## src/rtl/pipe_scoreboard.sv

```systemverilog
// Register scoreboard for the in-order pipeline: tracks in-flight register writes
// from EX to WB and resolves per-source stall/forward decisions for the ID stage.
module pipe_scoreboard #(
    parameter int REG_W      = 3,
    parameter int DEPTH      = 3,
    parameter int NSRC       = 2,
    parameter int LOAD_READY = 2,
    parameter int MAX_STALL  = 15,
    parameter int SEL_W      = $clog2(DEPTH + 1)
) (
    input  logic                          clk,
    input  logic                          rst,
    input  logic                          issue_valid,
    input  logic                          issue_we,
    input  logic                          issue_load,
    input  logic [REG_W-1:0]              issue_dst,
    input  logic [NSRC*REG_W-1:0]         src_addr,
    input  logic [NSRC-1:0]               src_used,
    input  logic                          flush,
    output logic                          stall,
    output logic [NSRC*SEL_W-1:0]         fwd_sel,
    output logic [$clog2(DEPTH+1)-1:0]    inflight,
    output logic [15:0]                   stall_count,
    output logic                          err
);

    localparam int CNT_W = $clog2(DEPTH + 1);
    localparam int RUN_W = $clog2(MAX_STALL + 1);

    // Slot k holds the instruction that left ID k cycles ago (1 = EX, DEPTH = last).
    logic [DEPTH:1]             valid_q, valid_d;
    logic [DEPTH:1]             load_q, load_d;
    logic [DEPTH:1][REG_W-1:0]  dst_q, dst_d;

    logic [NSRC-1:0]            hazard;
    logic [NSRC*SEL_W-1:0]      fwd_sel_c;
    logic                       stall_c;
    logic [CNT_W-1:0]           inflight_c;

    logic [RUN_W-1:0]           run_q, run_d;
    logic [15:0]                stall_count_q, stall_count_d;
    logic                       err_q, err_d;

    // Scan oldest to youngest so the youngest matching producer overrides older ones.
    always_comb begin
        fwd_sel_c = '0;
        hazard    = '0;
        for (int i = 0; i < NSRC; i++) begin
            if (src_used[i]) begin
                for (int k = DEPTH; k >= 1; k--) begin
                    if (valid_q[k] && (dst_q[k] == src_addr[i*REG_W +: REG_W])) begin
                        fwd_sel_c[i*SEL_W +: SEL_W] = SEL_W'(k);
                        hazard[i] = load_q[k] && (k < LOAD_READY);
                    end
                end
            end
        end
    end

    always_comb begin
        stall_c = issue_valid && !flush && (|hazard);
    end

    always_comb begin
        inflight_c = '0;
        for (int k = 1; k <= DEPTH; k++) begin
            inflight_c = inflight_c + CNT_W'(valid_q[k]);
        end
    end

    // A stalled or flushed instruction leaves a bubble in EX.
    always_comb begin
        valid_d    = '0;
        load_d     = '0;
        dst_d      = '0;
        valid_d[1] = issue_valid && issue_we && !stall_c && !flush;
        load_d[1]  = issue_load;
        dst_d[1]   = issue_dst;
        for (int k = 2; k <= DEPTH; k++) begin
            valid_d[k] = valid_q[k-1];
            load_d[k]  = load_q[k-1];
            dst_d[k]   = dst_q[k-1];
        end
    end

    always_comb begin
        stall_count_d = stall_count_q;
        if (stall_c && !(&stall_count_q)) begin
            stall_count_d = stall_count_q + 16'd1;
        end
    end

    // run_q counts consecutive stall cycles; err latches when the run hits MAX_STALL.
    always_comb begin
        run_d = '0;
        err_d = err_q;
        if (stall_c) begin
            run_d = run_q;
            if (run_q != RUN_W'(MAX_STALL)) begin
                run_d = run_q + RUN_W'(1);
            end
            if (run_q >= RUN_W'(MAX_STALL - 1)) begin
                err_d = 1'b1;
            end
        end
    end

    always_ff @(posedge clk) begin
        if (rst) begin
            valid_q       <= '0;
            load_q        <= '0;
            dst_q         <= '0;
            run_q         <= '0;
            stall_count_q <= '0;
            err_q         <= 1'b0;
        end else begin
            valid_q       <= valid_d;
            load_q        <= load_d;
            dst_q         <= dst_d;
            run_q         <= run_d;
            stall_count_q <= stall_count_d;
            err_q         <= err_d;
        end
    end

    assign stall       = stall_c;
    assign fwd_sel     = fwd_sel_c;
    assign inflight    = inflight_c;
    assign stall_count = stall_count_q;
    assign err         = err_q;

endmodule

```

## config.mk

```make
export PLATFORM = sky130hd
export DESIGN_NAME = pipe_scoreboard
export DESIGN_NICKNAME = d
export VERILOG_FILES = /design/src/rtl/pipe_scoreboard.sv
export SDC_FILE = /design/constraint.sdc
export NUM_CORES = 1
export LEC_CHECK = 0
export ABC_CLOCK_PERIOD_IN_PS = 2600
export BUFFER_PORTS_ARGS = -buffer_cell sky130_fd_sc_hd__buf_2
export CAP_MARGIN = 5
export CELL_PAD_IN_SITES_DETAIL_PLACEMENT = 1
export CELL_PAD_IN_SITES_GLOBAL_PLACEMENT = 2
export CORE_UTILIZATION = 31
export DETAILED_ROUTE_END_ITERATION = 16
export PLACE_DENSITY_LB_ADDON = 0.1
export SETUP_SLACK_MARGIN = 0.5
export SLEW_MARGIN = 30
export SYNTH_ARGS = -nofsm -noshare
export SYNTH_HDL_FRONTEND = slang
export SYNTH_SLANG_ARGS = --single-unit
```

## constraint.sdc

```tcl
create_clock -name clk -period 2.6 [get_ports clk]
set_input_delay 0.13 -clock clk [delete_from_list [all_inputs] [get_ports clk]]
set_output_delay 0.13 -clock clk [all_outputs]
set_load 0.05 [all_outputs]
```

-- Word level (Yosys, flattened, before mapping)
Cells that the tools add are included.
- bits of input ports: 17
- word-level logic and storage cells: 52
- flip-flop bits (word level): 34
- output and inout port bits: 24
- mux-type cells: 12
- eq/ne operators: 7
- bitwise operators: 1
- reductions and logical operators: 19
- $lt $le $gt $ge: 1
- $add $sub $neg: 4
- operators by type and width (operator ; number):
    $eq 3x3->1 ; 6
    $add 16x1->16 const B ; 1
    $mux 2 ; 8
    $reduce_and 16->1 ; 1
    $logic_and 1x1->1 ; 12
    $add 4x1->4 const B ; 1
    $ge 4x4->1 const B ; 1
    $mux 1 ; 4
    $ne 4x4->1 const B ; 1
    $reduce_or 2->1 ; 2
    $logic_not 1->1 ; 3
    $add 1x1->2 ; 1
    $add 2x1->2 ; 1
    $reduce_and 2->1 ; 1
    $not 1->1 ; 1

-- Logic depth before layout (Yosys ltp)
- word-level depth: 9
- depth in mapped cells: 7
- depth with buffers taken out: 6

-- Worst setup path before layout
No wires, ideal clock.
- path type: register to register
- start: register stall_count_q[0] (netlist: stall_count[0])
- end: register stall_count_q[14] (netlist: stall_count[14])
- data required time: 2530 ps
- arrival time: 1997 ps
- clock period less this slack: 2067 ps
- setup time: 70 ps
- buffers on the path: 0
- stages on the path, launching flop included: 7
- setup slack: 533 ps
- cell sequence: dfxtp_1 -> ha_1 -> nand2_1 -> nor3_1 -> nand3_1 -> or4_1 -> a21oi_1
- longest elaborated chain between the ends: 3
- elaborated cells between the ends (all ways): 4
- classes of those cells: 1 x add/sub; 3 x reduce/logical
- ends and longest elaborated chain (element ; line ; source):
    from (decl) ; 41 ; logic [15:0] stall_count_q, stall_count_d;
    from (signal assigned) ; 121 ; stall_count_q <= stall_count_d;
    parallel branches: the longest is 3 deep, another holds $add 16x1->16 ; -- ;
Parallel ways; which one is timed is not known.
A chain may end at the register's enable or synchronous reset.

-- Worst setup path after layout
- start: register dst_q, in the netlist dst_d[3]
- end: register stall_count_q[8] (netlist: stall_count[8])
- longest elaborated chain between the ends: 7
- elaborated cells between the ends (all ways): 11
- classes of those cells: 2 x eq/ne; 4 x mux; 5 x reduce/logical
- ends and longest elaborated chain (element ; line ; source):
    from (decl) ; 33 ; logic [DEPTH:1][REG_W-1:0] dst_q, dst_d;
    from (signal assigned) ; 119 ; dst_q <= dst_d;
    $eq 3x3->1 ; 51 ; if (valid_q[k] && (dst_q[k] == src_addr[i*REG_W +: REG_W])) begin
    $logic_and 1x1->1 ; 51 ;
    $mux 1 ; 51 ;
    $mux 1 ; 49 ; if (src_used[i]) begin
    $reduce_or 2->1 (*) ; 61 ; stall_c = issue_valid && !flush && (|hazard);
    $logic_and 1x1->1 (*) ; 61 ;
    $logic_and 1x1->1 (*) ; 88 ; if (stall_c && !(&stall_count_q)) begin
Every way passes the cells marked *; elsewhere a longest branch is shown, timed or not.

==> results.ini <==
[run_status]
status = finished, final reports clean

[cells_and_area]
post-route-util_pct = 44.0
area_delta_synth_final_pct = 36.7
final_cells = 322
multi_input_area_sq_mm = 0.00120
nets = 270
nFillCells = 645
fin_area_sq_mm = 0.00242
drive_gt1_share_pct = 38.8
num_antenna_cells = 0
regArea_sq_um = 689

[synth]
synth_edf_count = 0
synth.most_common_cell = dfxtp_1
synth-compound-area-share_pct = 16.5
synth-seq-cells = 34
synth.area.mux_share_pct = 0.636
yosys.cell_types.count = 33
synthCells = 197
synth.avg_cell_area_sq_um = 8.99
synth_top_family_by_area = simple AND/OR/NAND/NOR gates
synth_xor_area_share_pct = 9.39
synth_nets = 218
async_flop_share_pct = 0
synthSimpleGateAreaFrac_pct = 28.2
synth_area_leaders = dfxtp_1, xnor2_1, or4_1, nor2b_1, a21oi_1
syn_area_sq_mm = 0.00177
synth_top_area_share_pct = 38.4
yosysSeqAreaShare_pct = 38.4
ys_warn_count = 0
synth_common_cells = dfxtp_1, a21oi_1, xnor2_1
synthAdderAreaFrac_pct = 3.25
yosysTopAreaCell = dfxtp_1
synth_flop_cell = dfxtp_1

[setup_path]
crit_start = dst_d[3]
worst-path-max-fanout = 4
worstPathRequired_ps = 2780
cp-end-kind = flop
crit_type = reg2reg
cp.arrival_ps = 2300
critPathMaxStageDelay_ps = 450
crit_path_start_kind = flop
cp_slowest_cell = nor4_1
cp.buffers_inverters = 1
cp_cell_sequence = xnor2_1 -> nor4b_4 -> buf_4 -> o2111ai_4 -> nor4_1 -> mux2_1
r2r_setup_slack_ps = 480
r2r-start = dst_d[3]
critPathTopFamily = simple AND/OR/NAND/NOR gates

[floorplanning]
start_util_pct = 32.2
dieArea_sq_mm = 0.00602
io_pins = 41
die_h_um = 77.6
core_sq_mm = 0.00551
rows = 27
die_w_um = 77.6

[timing]
tightest_slew_ps = 735
finalCriticalPeriod_ps = 2120
fmax_mhz = 472
report.final.slew_viol_count = 0
rsz0062_at_grt = true
maxSlewHeadroom_pct = 51.0
setup_viol = 0
timing.final.crit_share_pct = 81.4
hold_violations = 0
setup_tns_ps = 0
clock_skew_ps = 4.66
fin_ws_ps = 483

[grt]
grt_pass1_wl_mm = 8.43
grt_max_degree = 36
antenna_found_initial = 0
grt_pass1_vias = 1752
grt_usage_pct = 18.1
grt_remaining_overflow = 0

[routing]
drtIter0Drc = 37
ant_nets = 0
wl_per_cell_um = 16.8
dr.pass1.iters = 4
wl_mm = 5.40
vias_per_cell = 5.31
via_count = 1711
drc = 0

[worst_hold_path]
holdCritPathClass = in2reg
hold_start = issue_load

[placed_design]
io_buffer_count = 40
dp.cells = 301
place_ws_ps = 230
place_congestion = 0.746
place_area_sq_mm = 0.00203
hpwlAfterDp_mm = 3.56

[clock_tree]
cts_hold_buf = 0
clock_latency_ps = 290
root_buffer = clkbuf_8
tritoncts = built
cts_made_buffers = 5
clock_path_buffers = 2
clock-sinks = 34
cts.clk_slew.worst_paths_ps = 70
h-tree-depth = 2

[job]
max-cap-violations = 0

[power_and_ir_drop]
ir_drop_mv = 0.161
p_leak_nw = 0.895
powerDensity_mw_per_mm2 = 429

## final timing paths
check             depth (start not counted)              to
hold / removal                            2       load_q[1]
hold reg to reg                           1             err
setup reg to reg                          6  stall_count[8]
setup / recovery                          6  stall_count[8]
## per-layer routing
layer	part of all wire [%]	global-route usage, %	up-vias
met5	0	0	-
met4	1.1	6.23	0
met3	3.8	4.47	6
met2	51	32.6	36
met1	44	20.7	837
li1	-	-	832
## cell families after synthesis
family	after synthesis
compound gates	43
xor+xnor	19
fa+ha+maj	4
buf+inv	15
flops	34
mux	1
simple gates	81
## sequential cells by signal, summed over array words and instances (netlist names)
signal and cells:
dst_d 6, dst_q 3, err 1, load_q 1, run_q 4, stall_count 16, valid_q 3
## per-stage QoR
stage / hold WS (ps) / total power, W
2_1_floorplan: 258 / 0.000596
3_3_place_gp: 348 / 0.000622
3_5_place_dp: 376 / 0.000624
4_1_cts: 69.3 / 0.00104
5_1_grt: 87.3 / 0.00109
6_report: 69.3 / 0.00104
## cell type report
class,instances,area share [%]
sequential,34,28.5
clock buffer,7,3.57
inverter,6,0.930
multi-input combinational,149,49.7
clock inverter,1,0.207
tap,72,3.72
timing repair buffer,53,13.4
## power breakdown
group / internal, W / total [W] / switching, W
clock network: 0.000214 / 0.000418 / 0.000204
registers: 0.000527 / 0.000537 / 0.0000104
logic: 0.0000370 / 0.0000841 / 0.0000471
## repair_timing
item,4_1_cts,5_1_grt
pin swaps,3,27
cloned,1,1
resized for setup,2,39
setup endpoints to repair,17,16
buffers inserted,7,4
## cells in the final DEF, fill, tap and decap left out, types with 5 or more instances in the layout
master    Yosys  layout
or4_4         0       9
xnor2_1      15      14
nand4_1       7       7
buf_2         0      39
inv_1         6       6
buf_4         0      10
nand3_1      13      13
o21ai_0       6       6
nor2b_1      14      14
dfxtp_1      34      31
o31ai_2       0       5
o31ai_1      11       6
nand2_1      11      11
a21oi_2       0       8
nor2_1        6       6
a21oi_1      17       9
clkbuf_8      0       6
Power figures use the tool's default switching activity.
